--- config.mk ---
export PLATFORM = sky130hd
export DESIGN_NAME = fetch_unit
export DESIGN_NICKNAME = d
export VERILOG_FILES = /design/src/rtl/fetch_unit.sv
export SDC_FILE = /design/constraint.sdc
export NUM_CORES = 1
export LEC_CHECK = 0
export CAP_MARGIN = 10
export CORE_MARGIN = 2
export CORE_UTILIZATION = 40
export DETAILED_ROUTE_END_ITERATION = 8
export PLACE_DENSITY = 0.77
export SYNTH_ARGS = -nofsm -noshare
export SYNTH_HDL_FRONTEND = slang
export SYNTH_SLANG_ARGS = --single-unit
--- constraint.sdc ---
create_clock -name clk -period 1.64 [get_ports clk]
set_input_delay 0.41 -clock clk [delete_from_list [all_inputs] [get_ports clk]]
set_output_delay 0.41 -clock clk [all_outputs]
set_load 0.05 [all_outputs]
--- src/rtl/fetch_unit.sv ---
// RV32I fetch unit: owns the PC, issues one outstanding instruction read, hands the word to decode via valid/ready.
// Redirects take priority over all other events; a misaligned target parks the unit in ERROR until reset.
module fetch_unit #(
  parameter logic [31:0] RESET_PC = 32'h0000_0000,
  parameter logic [31:0] NOP_INST = 32'h0000_0013
) (
  input  logic        clk,
  input  logic        rst_n,
  input  logic        NextPCSrc,
  input  logic [31:0] BrTarget,
  output logic        IMemReq,
  output logic [31:0] IMemAddr,
  input  logic        IMemGnt,
  input  logic        IMemRValid,
  input  logic [31:0] IMemRData,
  output logic        InstValid,
  output logic [31:0] Inst,
  output logic [31:0] InstPC,
  input  logic        InstReady,
  output logic        MisalignErr
);

  typedef enum logic [1:0] {
    S_REQ   = 2'd0,
    S_WAIT  = 2'd1,
    S_HOLD  = 2'd2,
    S_ERROR = 2'd3
  } state_t;

  state_t      r_state;
  state_t      w_next_state;
  logic [31:0] r_pc;
  logic [31:0] w_next_pc;
  logic        r_kill;
  logic        w_next_kill;
  logic [31:0] r_inst;
  logic [31:0] r_inst_pc;
  logic        r_misalign;
  logic        w_capture;
  logic        w_set_err;
  logic        w_redirect;
  logic [31:0] w_target;

  assign w_target   = BrTarget & ~32'h0000_0001;
  assign w_redirect = NextPCSrc && (r_state != S_ERROR);

  always_comb begin
    w_next_state = r_state;
    w_next_pc    = r_pc;
    w_next_kill  = r_kill;
    w_capture    = 1'b0;
    w_set_err    = 1'b0;

    if (w_redirect) begin
      w_next_pc = w_target;
      if (w_target[1]) begin
        w_next_state = S_ERROR;
        w_next_kill  = 1'b0;
        w_set_err    = 1'b1;
      end else begin
        unique case (r_state)
          S_REQ: begin
            // A request granted this same cycle is already in flight and must be discarded.
            if (IMemGnt) begin
              w_next_state = S_WAIT;
              w_next_kill  = 1'b1;
            end
          end
          S_WAIT: begin
            if (IMemRValid) begin
              w_next_state = S_REQ;
              w_next_kill  = 1'b0;
            end else begin
              w_next_kill  = 1'b1;
            end
          end
          S_HOLD:  w_next_state = S_REQ;
          default: w_next_state = r_state;
        endcase
      end
    end else begin
      unique case (r_state)
        S_REQ: begin
          if (IMemGnt) w_next_state = S_WAIT;
        end
        S_WAIT: begin
          if (IMemRValid) begin
            if (r_kill) begin
              w_next_state = S_REQ;
              w_next_kill  = 1'b0;
            end else begin
              w_next_state = S_HOLD;
              w_capture    = 1'b1;
            end
          end
        end
        S_HOLD: begin
          if (InstReady) begin
            w_next_pc    = r_pc + 32'd4;
            w_next_state = S_REQ;
          end
        end
        default: w_next_state = r_state;
      endcase
    end
  end

  always_ff @(posedge clk or negedge rst_n) begin
    if (!rst_n) begin
      r_state    <= S_REQ;
      r_pc       <= RESET_PC;
      r_kill     <= 1'b0;
      r_inst     <= NOP_INST;
      r_inst_pc  <= RESET_PC;
      r_misalign <= 1'b0;
    end else begin
      r_state <= w_next_state;
      r_pc    <= w_next_pc;
      r_kill  <= w_next_kill;
      if (w_capture) begin
        r_inst    <= IMemRData;
        r_inst_pc <= r_pc;
      end else if (w_next_state != S_HOLD) begin
        // Keep Inst at NOP whenever nothing is presented to decode.
        r_inst <= NOP_INST;
      end
      if (w_set_err) r_misalign <= 1'b1;
    end
  end

  // Request is masked while reset is held, since the reset state is REQ.
  assign IMemReq     = rst_n && (r_state == S_REQ);
  assign IMemAddr    = r_pc;
  assign InstValid   = (r_state == S_HOLD);
  assign Inst        = r_inst;
  assign InstPC      = r_inst_pc;
  assign MisalignErr = r_misalign;

endmodule
# Word level (Yosys, flattened, before mapping)
# Index checks and enable logic that the tools add are counted.
[word_totals]
out_inout_bits = 99
word_cells = 50
input_bits = 70
ff_bits = 100
[classes]
n_addsub = 1
mux = 27
n_reduce_logical = 11
eq_ne = 5
[ops]
columns = ["cell", "n"]
rows = [
  ["2-to-1 mux 32 bit", 5],
  ["adder 32 x 3 -> 32 bit, second input constant", 1],
  ["2-to-1 mux 2 bit", 7],
  ["2-to-1 mux 1 bit", 12],
  ["case mux 2 bit (3 select lines)", 2],
  ["nonzero test 2 bit", 5],
  ["!= test 2 bit, second input constant", 2],
  ["!= test 4 bit, second input constant", 1],
  ["AND reduction 4 bit", 1],
  ["nonzero test 3 bit", 1],
  ["equality test 2 x 1 -> 1 bit, second input constant", 1],
  ["equality test 2 bit, second input constant", 1],
  ["logical AND 1 bit", 2],
  ["logical NOT 2 bit", 1],
  ["case mux 1 bit (2 select lines)", 1],
  ["AND reduction 2 bit", 1],
]

# Logic depth before layout (Yosys ltp)
[depth]
word_depth = 7
depth_mapped = 7
depth_no_buf = 6

# Worst setup path before layout
# OpenSTA, ideal clock, no wires.
[synth_timing]
path_type = "register -> register"
from = "register r_state[0]"
to = "register r_pc[10] (netlist: IMemAddr[10])"
synth_period_minus_slack_ps = 2352
path_slack_ps = -712
t_arrival_ps = 2226
setup_ps = 127
path_stages_with_launch = 7
t_required_ps = 1513
n_path_buf = 2
cell_sequence = "dfrtp_1 -> nor2b_1 -> and3b_1 -> clkbuf_1 -> nor2_1 -> buf_2 -> a221o_2"
[synth_between]
word_cells_on_any_way = 7
cone_classes = "eq/ne: 2; mux: 1; reduce/logical: 4"
[synth_lines]
columns = ["element", "line_no", "text"]
rows = [
  ["start, declared", "30", "state_t r_state;"],
  ["start signal, assigned", "117", "r_state <= w_next_state;"],
  ["equality test 2 bit", "--", ""],
  ["net InstValid", "16", "output logic InstValid,"],
  ["nonzero test 2 bit (no line)", "--", ""],
  ["AND reduction 2 bit (no line)", "--", ""],
  ["end signal, assigned", "118", "r_pc <= w_next_pc;"],
  ["end, declared", "32", "logic [31:0] r_pc;"],
]
# The timed path passes the listed nets, and every way through them passes these cells.
# A chain may end at the register's enable or synchronous reset.

# Worst setup path in the final report
[layout_timing]
from = "register r_pc[15] (netlist: IMemAddr[15])"
to = "register r_pc[30] (netlist: IMemAddr[30])"
[layout_between]
elab_chain_cells = 4
[layout_lines]
columns = ["element", "line_no", "text"]
rows = [
  ["adder 32 x 3 -> 32 bit", "99", "w_next_pc = r_pc + 32'd4;"],
  ["2-to-1 mux 32 bit", "98", "if (InstReady) begin"],
  ["2-to-1 mux 32 bit", "82", "unique case (r_state)"],
  ["2-to-1 mux 32 bit", "54", "if (w_redirect) begin"],
]
# No other way between the ends. The select of a mux whose other input is x is not followed.

==> impl_metrics.ini <==
[yosys]
synth_edf_count = 0
synth-async-reset-ratio_pct = 100
synth_flop_cell = dfrtp_1
mappedNetlistArea_um2 = 4360
ys_warn_count = 0
synthCells = 442
avgSynthCellArea_um2 = 9.87
synth-seq-cells = 98
synth_cell_type_count = 43
synth.yosys.seq_area_share_pct = 56.3

[sta]
fin_hold_ws_ns = 0.0974
timing.final.crit_share_pct = 112
worst_slew_pin_slew_ns = 0.546
finClkSkew_ns = 0.0116
max-slew-margin-rel_pct = 63.6
finalSetupViolCount = 69
timing.setup.tns_ns = -2.27
max_freq_ghz = 0.546
rsz0062_at_grt = yes
layout_setup_ws_ns = -0.192
slew_violations = 0
finalHoldViolCount = 0
min_period_ns = 1.83

[cts]
cts_buffers = 9
clock_sinks = 98
cts_tree = done
cts_hold_buf = 0
cts_max_level = 3
clk_pin_slew_worst_paths_ns = 0.10
root_buffer = clkbuf_8
max-clock-path-buffers = 2
insertion_delay_ns = 0.36

[power_and_ir_drop]
p_switching_uw = 8030
pwr-share-seq_pct = 25.1
pwr-share-comb_pct = 66.1
pwr-share-clk_pct = 8.8
internal_power_uw = 9460
switching_share_pct = 45.9
vdd_drop_max_mv = 1.20
powerDensity_nw_per_um2 = 2100
leakagePower_uw = 0.00368

[global_route]
grt-ovfl-total = 0
grt_usage_pct = 26.7
grt_antenna_before_repair = 0
grt_pass1_vias = 4766
grt_first_pass_wirelength_mm = 24.3
grt_max_degree = 99

[placement]
place.port_buffers = 165
placedCellCount = 788
gp_congestion = 0.834
hpwl_mm = 10.7
pre_cts_ws_ns = -0.523

[worst_setup_path]
arrival_ns = 2.13
critPathRequiredTime_ns = 1.94
r2r_slack_ns = -0.19
r2r_start = IMemAddr[15]$_DFFE_PN0N_
end_kind = register
critPathKind = reg2reg
cp_max_fo = 7
critPathLaunchType = register
ff2ff_path_depth = 5
r2r_end = IMemAddr[30]$_DFFE_PN0N_

[route]
ant_nets = 0
vias_per_cell = 5.72
wire_per_inst_um = 20.2
num_vias = 4713
totalWireLength_mm = 16.7
first_pass_iters = 7
drc_errors = 0
dr.first_iter.drc_count = 328

[floorplan]
chipHeight_um = 108
start_util_pct = 40.6
ios = 169
die_x_um = 108
die_area_um2 = 11800
rows = 38
core_area_um2 = 10700

[finish]
mostFrequentLayoutCells = nand2_1, buf_12, dfrtp_1
num_antenna_cells = 0
area_growth_pct = 91.3
drive_above_1_share_pct = 37.9
fin_nets = 750
finalNonFillerCells = 824
final_common_cell = nand2_1

[status]
status = finished, violations left
violations = setup timing

[worst_hold_path]
hp-class = in2async

[flow_run]
maxCapViolations = 0
power groups by stage:
stage	clock network (µW)	registers [µW]	logic (µW)
floorplan	0	7000	2100
global placement	0	4280	10300
detailed placement	0	4340	10500
CTS	1570	4270	10800
global route	1710	4460	12100
finish	1550	4380	11600
synth_stat cells (5+ instances only):
| library cell | instances | area [µm²] |
|---|---|---|
| a22o_1 | 29 | 254 |
| nand3_1 | 28 | 140 |
| nor2_1 | 12 | 45.0 |
| o211ai_1 | 7 | 52.6 |
| nand4_1 | 12 | 75.1 |
| and3_1 | 5 | 31.3 |
| clkbuf_1 | 19 | 71.3 |
| o21ai_0 | 25 | 125 |
| nand2_1 | 116 | 435 |
| xor2_1 | 9 | 78.8 |
| dfrtp_1 | 95 | 2380 |
| a21oi_1 | 15 | 75.1 |
| buf_2 | 6 | 30.0 |
| a22oi_1 | 14 | 105 |
per-stage QoR:
step,utilization [%],power [µW],area (µm²)
final,77.6,17500,8340
after global routing,77.6,18200,8340
after CTS,74.7,16700,8030
after detailed placement,71.9,14900,7730
after global placement,71.9,14500,7730
after floorplan,-,9100,4510
what timing repair did:
item / CTS / global route
pin swaps: 12 / 24
gates resized for setup: 20 / 45
cloned: 0 / 4
endpoints found under the setup margin: 88 / 96
setup buffers: 9 / 8
cell type report:
cell class	count	area (µm²)
sequential	98	2470
fill	622	2400
multi-input combinational	315	2040
inverter	3	11.3
timing repair buffer	252	3460
tap	140	175
clock inverter	4	52.6
clock buffer	12	135
worst max path at each step:
stage | endpoint | from | slack (ns) | depth (start not counted)
after global placement | IMemAddr[15]$_DFFE_PN0N_ | NextPCSrc | -0.38 | 6
after global routing | IMemAddr[30]$_DFFE_PN0N_ | IMemAddr[12]$_DFFE_PN0N_ | -0.25 | 5
after CTS | IMemReq | r_state[0]$_DFF_PN0_ | -0.1 | 3
final | IMemAddr[30]$_DFFE_PN0N_ | IMemAddr[15]$_DFFE_PN0N_ | -0.19 | 5
after floorplan | IMemAddr[30]$_DFFE_PN0N_ | IMemAddr[11]$_DFFE_PN0N_ | -0.22 | 5
after detailed placement | IMemAddr[23]$_DFFE_PN0N_ | NextPCSrc | -0.52 | 6
worst max-delay path: stages (launching register included):
cell	delay, ns
dfrtp_2	0.46
nand4_1	0.19
nor2_2	0.40
nand4_1	0.22
or3_1	0.40
nand3_1	0.09
kinds of logic after synthesis:
family / share of synthesized area (%)
and+or+nand+nor: 21.1
AOI/OAI and AO/OA: 17.1
DFF: 56.3
buffers and inverters: 3.01
xor gates and xnor gates: 1.81
adders and majority gates: 0.287
other: 0.0860
muxes: 0.258
per-layer routing:
metal	global-route usage, %	up-vias	wire length [µm]
met4	10.5	0	587
met2	46.4	321	8650
met1	31.3	2272	5980
met5	0	-	0
li1	-	2060	-
met3	7.11	60	1450
registers in the layout (all words and copies together), names as in the netlist:
register and flops:
r_state 2, InstPC 31, Inst 32, MisalignErr 1, r_kill 1, IMemAddr 31
(Power assumes the default switching activity.)
==> RTL change (config.mk and constraints unchanged) <==
Make the reset (`rst_n`) synchronous in one clocked block.
--- a/src/rtl/fetch_unit.sv
+++ b/src/rtl/fetch_unit.sv
@@ -106,5 +106,5 @@
   end
 
-  always_ff @(posedge clk or negedge rst_n) begin
+  always_ff @(posedge clk) begin
     if (!rst_n) begin
       r_state    <= S_REQ;
Behaviour: differs if rst_n is asserted again (counterexample within 4 cycles, from zero or initial values and one cycle with rst_n low); with rst_n held inactive, the same outputs for 10 cycles.
==> RTL change against the unedited design <==
- the run still ends with setup timing left
- die area down 0.95%
- fmax fell by 0.72%
- global-route usage rose by 0.25 points
- final area increased by 1.0%
- core utilization increased by 3.3 points
- synthesized cell count rose by 21%
- sequential cell count stayed put
- clock skew is 2.7 ps higher
- synthesized area down 0.98%
- wire length increased by 10%
- setup slack worse by 13 ps
- critical endpoint is now IMemAddr[20]
Power is left out: it rests on default switching activity, and per cell area and clock period it moved more than threefold.
==> RTL change: results (changes against the unedited design) <==
* Status: finished with violations (unchanged)
- Violated checks: setup timing (unchanged).
- The number of global-route vias before repair is 4958 (was 4766).
* Part of the Yosys area used for sequential elements: 45.4% (was 56.3%)
- The synthesized-area fraction occupied by xor and xnor cells is 1.83% (was 1.81%).
- Multiplexer share of the synthesized area: 0.232% (was 0.258%)
- Skew final: 14.3 ps (was 11.6 ps)
* Post-cts gate resize count: 22 (was 20)
- Top cells by instance count after synthesis: sky130_fd_sc_hd__dfxtp_1 (98), sky130_fd_sc_hd__nand2_1 (92), sky130_fd_sc_hd__nor2_1 (50) (was sky130_fd_sc_hd__nand2_1 (116), sky130_fd_sc_hd__dfrtp_1 (95), sky130_fd_sc_hd__a22o_1 (29))
- RD Place Congestion: 0.906 (was 0.834)
- The maximum number of pins on one net before global-route repair came to 58 (was 99).
* Final count of negative-setup-slack endpoints: 35 (was 69)
- The final worst setup slack is -205 ps (was -192 ps).
- Proportion of synthesized flip-flops having asynchronous set or reset: 0% (was 100%)
- Normalized max-slew margin: 61.9% (was 63.6%)
* Net count of the finished layout: 834 (was 750)
- Placed wire-length estimate after detailed placement: 11600 um (was 10700 um)
- Cells taking the most area after synthesis: sky130_fd_sc_hd__dfxtp_1 (45%), sky130_fd_sc_hd__nand2_1 (8.0%), sky130_fd_sc_hd__a21oi_1 (5.2%), sky130_fd_sc_hd__a22oi_1 (5.0%), sky130_fd_sc_hd__nor2_1 (4.3%) (was sky130_fd_sc_hd__dfrtp_1 (55%), sky130_fd_sc_hd__nand2_1 (10%), sky130_fd_sc_hd__a22o_1 (5.8%), sky130_fd_sc_hd__nand3_1 (3.2%), sky130_fd_sc_hd__o21ai_0 (2.9%)).
* Wire length per cell after detailed routing: 20.4 um (was 20.2 um)
- Setup tns final: -2580 ps (was -2270 ps)
- Final core area utilization: 80.9% (was 77.6%)
- The arrival time of the worst setup path is 2150 ps (was 2130 ps).
* Vias after detailed routing: 5388 (was 4713)
* Post-Place Cells: 864 (was 788)
* Worst slack, placed: -718 ps (was -523 ps)
- Post-CTS setup buffer count: 2 (was 9)
- Netlist cell types: 52 (was 43)
* Wire length of the first global-routing pass: 24900 um (was 24300 um)
- Count of mapped cells out of synthesis: 535 (was 442)
- Maximum net fanout on the critical path: 5 (was 7)
* Post-Synth Adder-Cell Area: 0.290% (was 0.287%)
* Fraction of the mapped netlist area in compound gates: 19.6% (was 17.1%)
-- RTL change: path summary, 6_finish.rpt --
check | startpoint | endpoint | slack, ps
worst max-delay path | IMemAddr[3] | IMemAddr[20] | -200
worst min register to register | InstPC[13] | InstPC[13] | 470
worst max register to register | IMemAddr[3] | IMemAddr[20] | -200
worst min-delay path | InstPC[13] | InstPC[13] | 470
-- RTL change: metal layers --
| layer | global-route usage [%] | routed length, um |
|---|---|---|
| met1 | 31.8 | 6620 |
| met2 | 45.8 | 8990 |
| met3 | 9.26 | 1930 |
| met4 | 8.88 | 869 |
| met5 | 0 | 0 |
-- RTL change: final cells by class --
type / count / share of cell area (%)
Inverter: 5 / 0.223
Clock buffer: 10 / 1.63
Clock inverter: 6 / 0.579
Multi-Input combinational cell: 387 / 30.9
Tap cell: 136 / 2.02
Timing Repair Buffer: 262 / 40.5
Sequential cell: 98 / 24.1
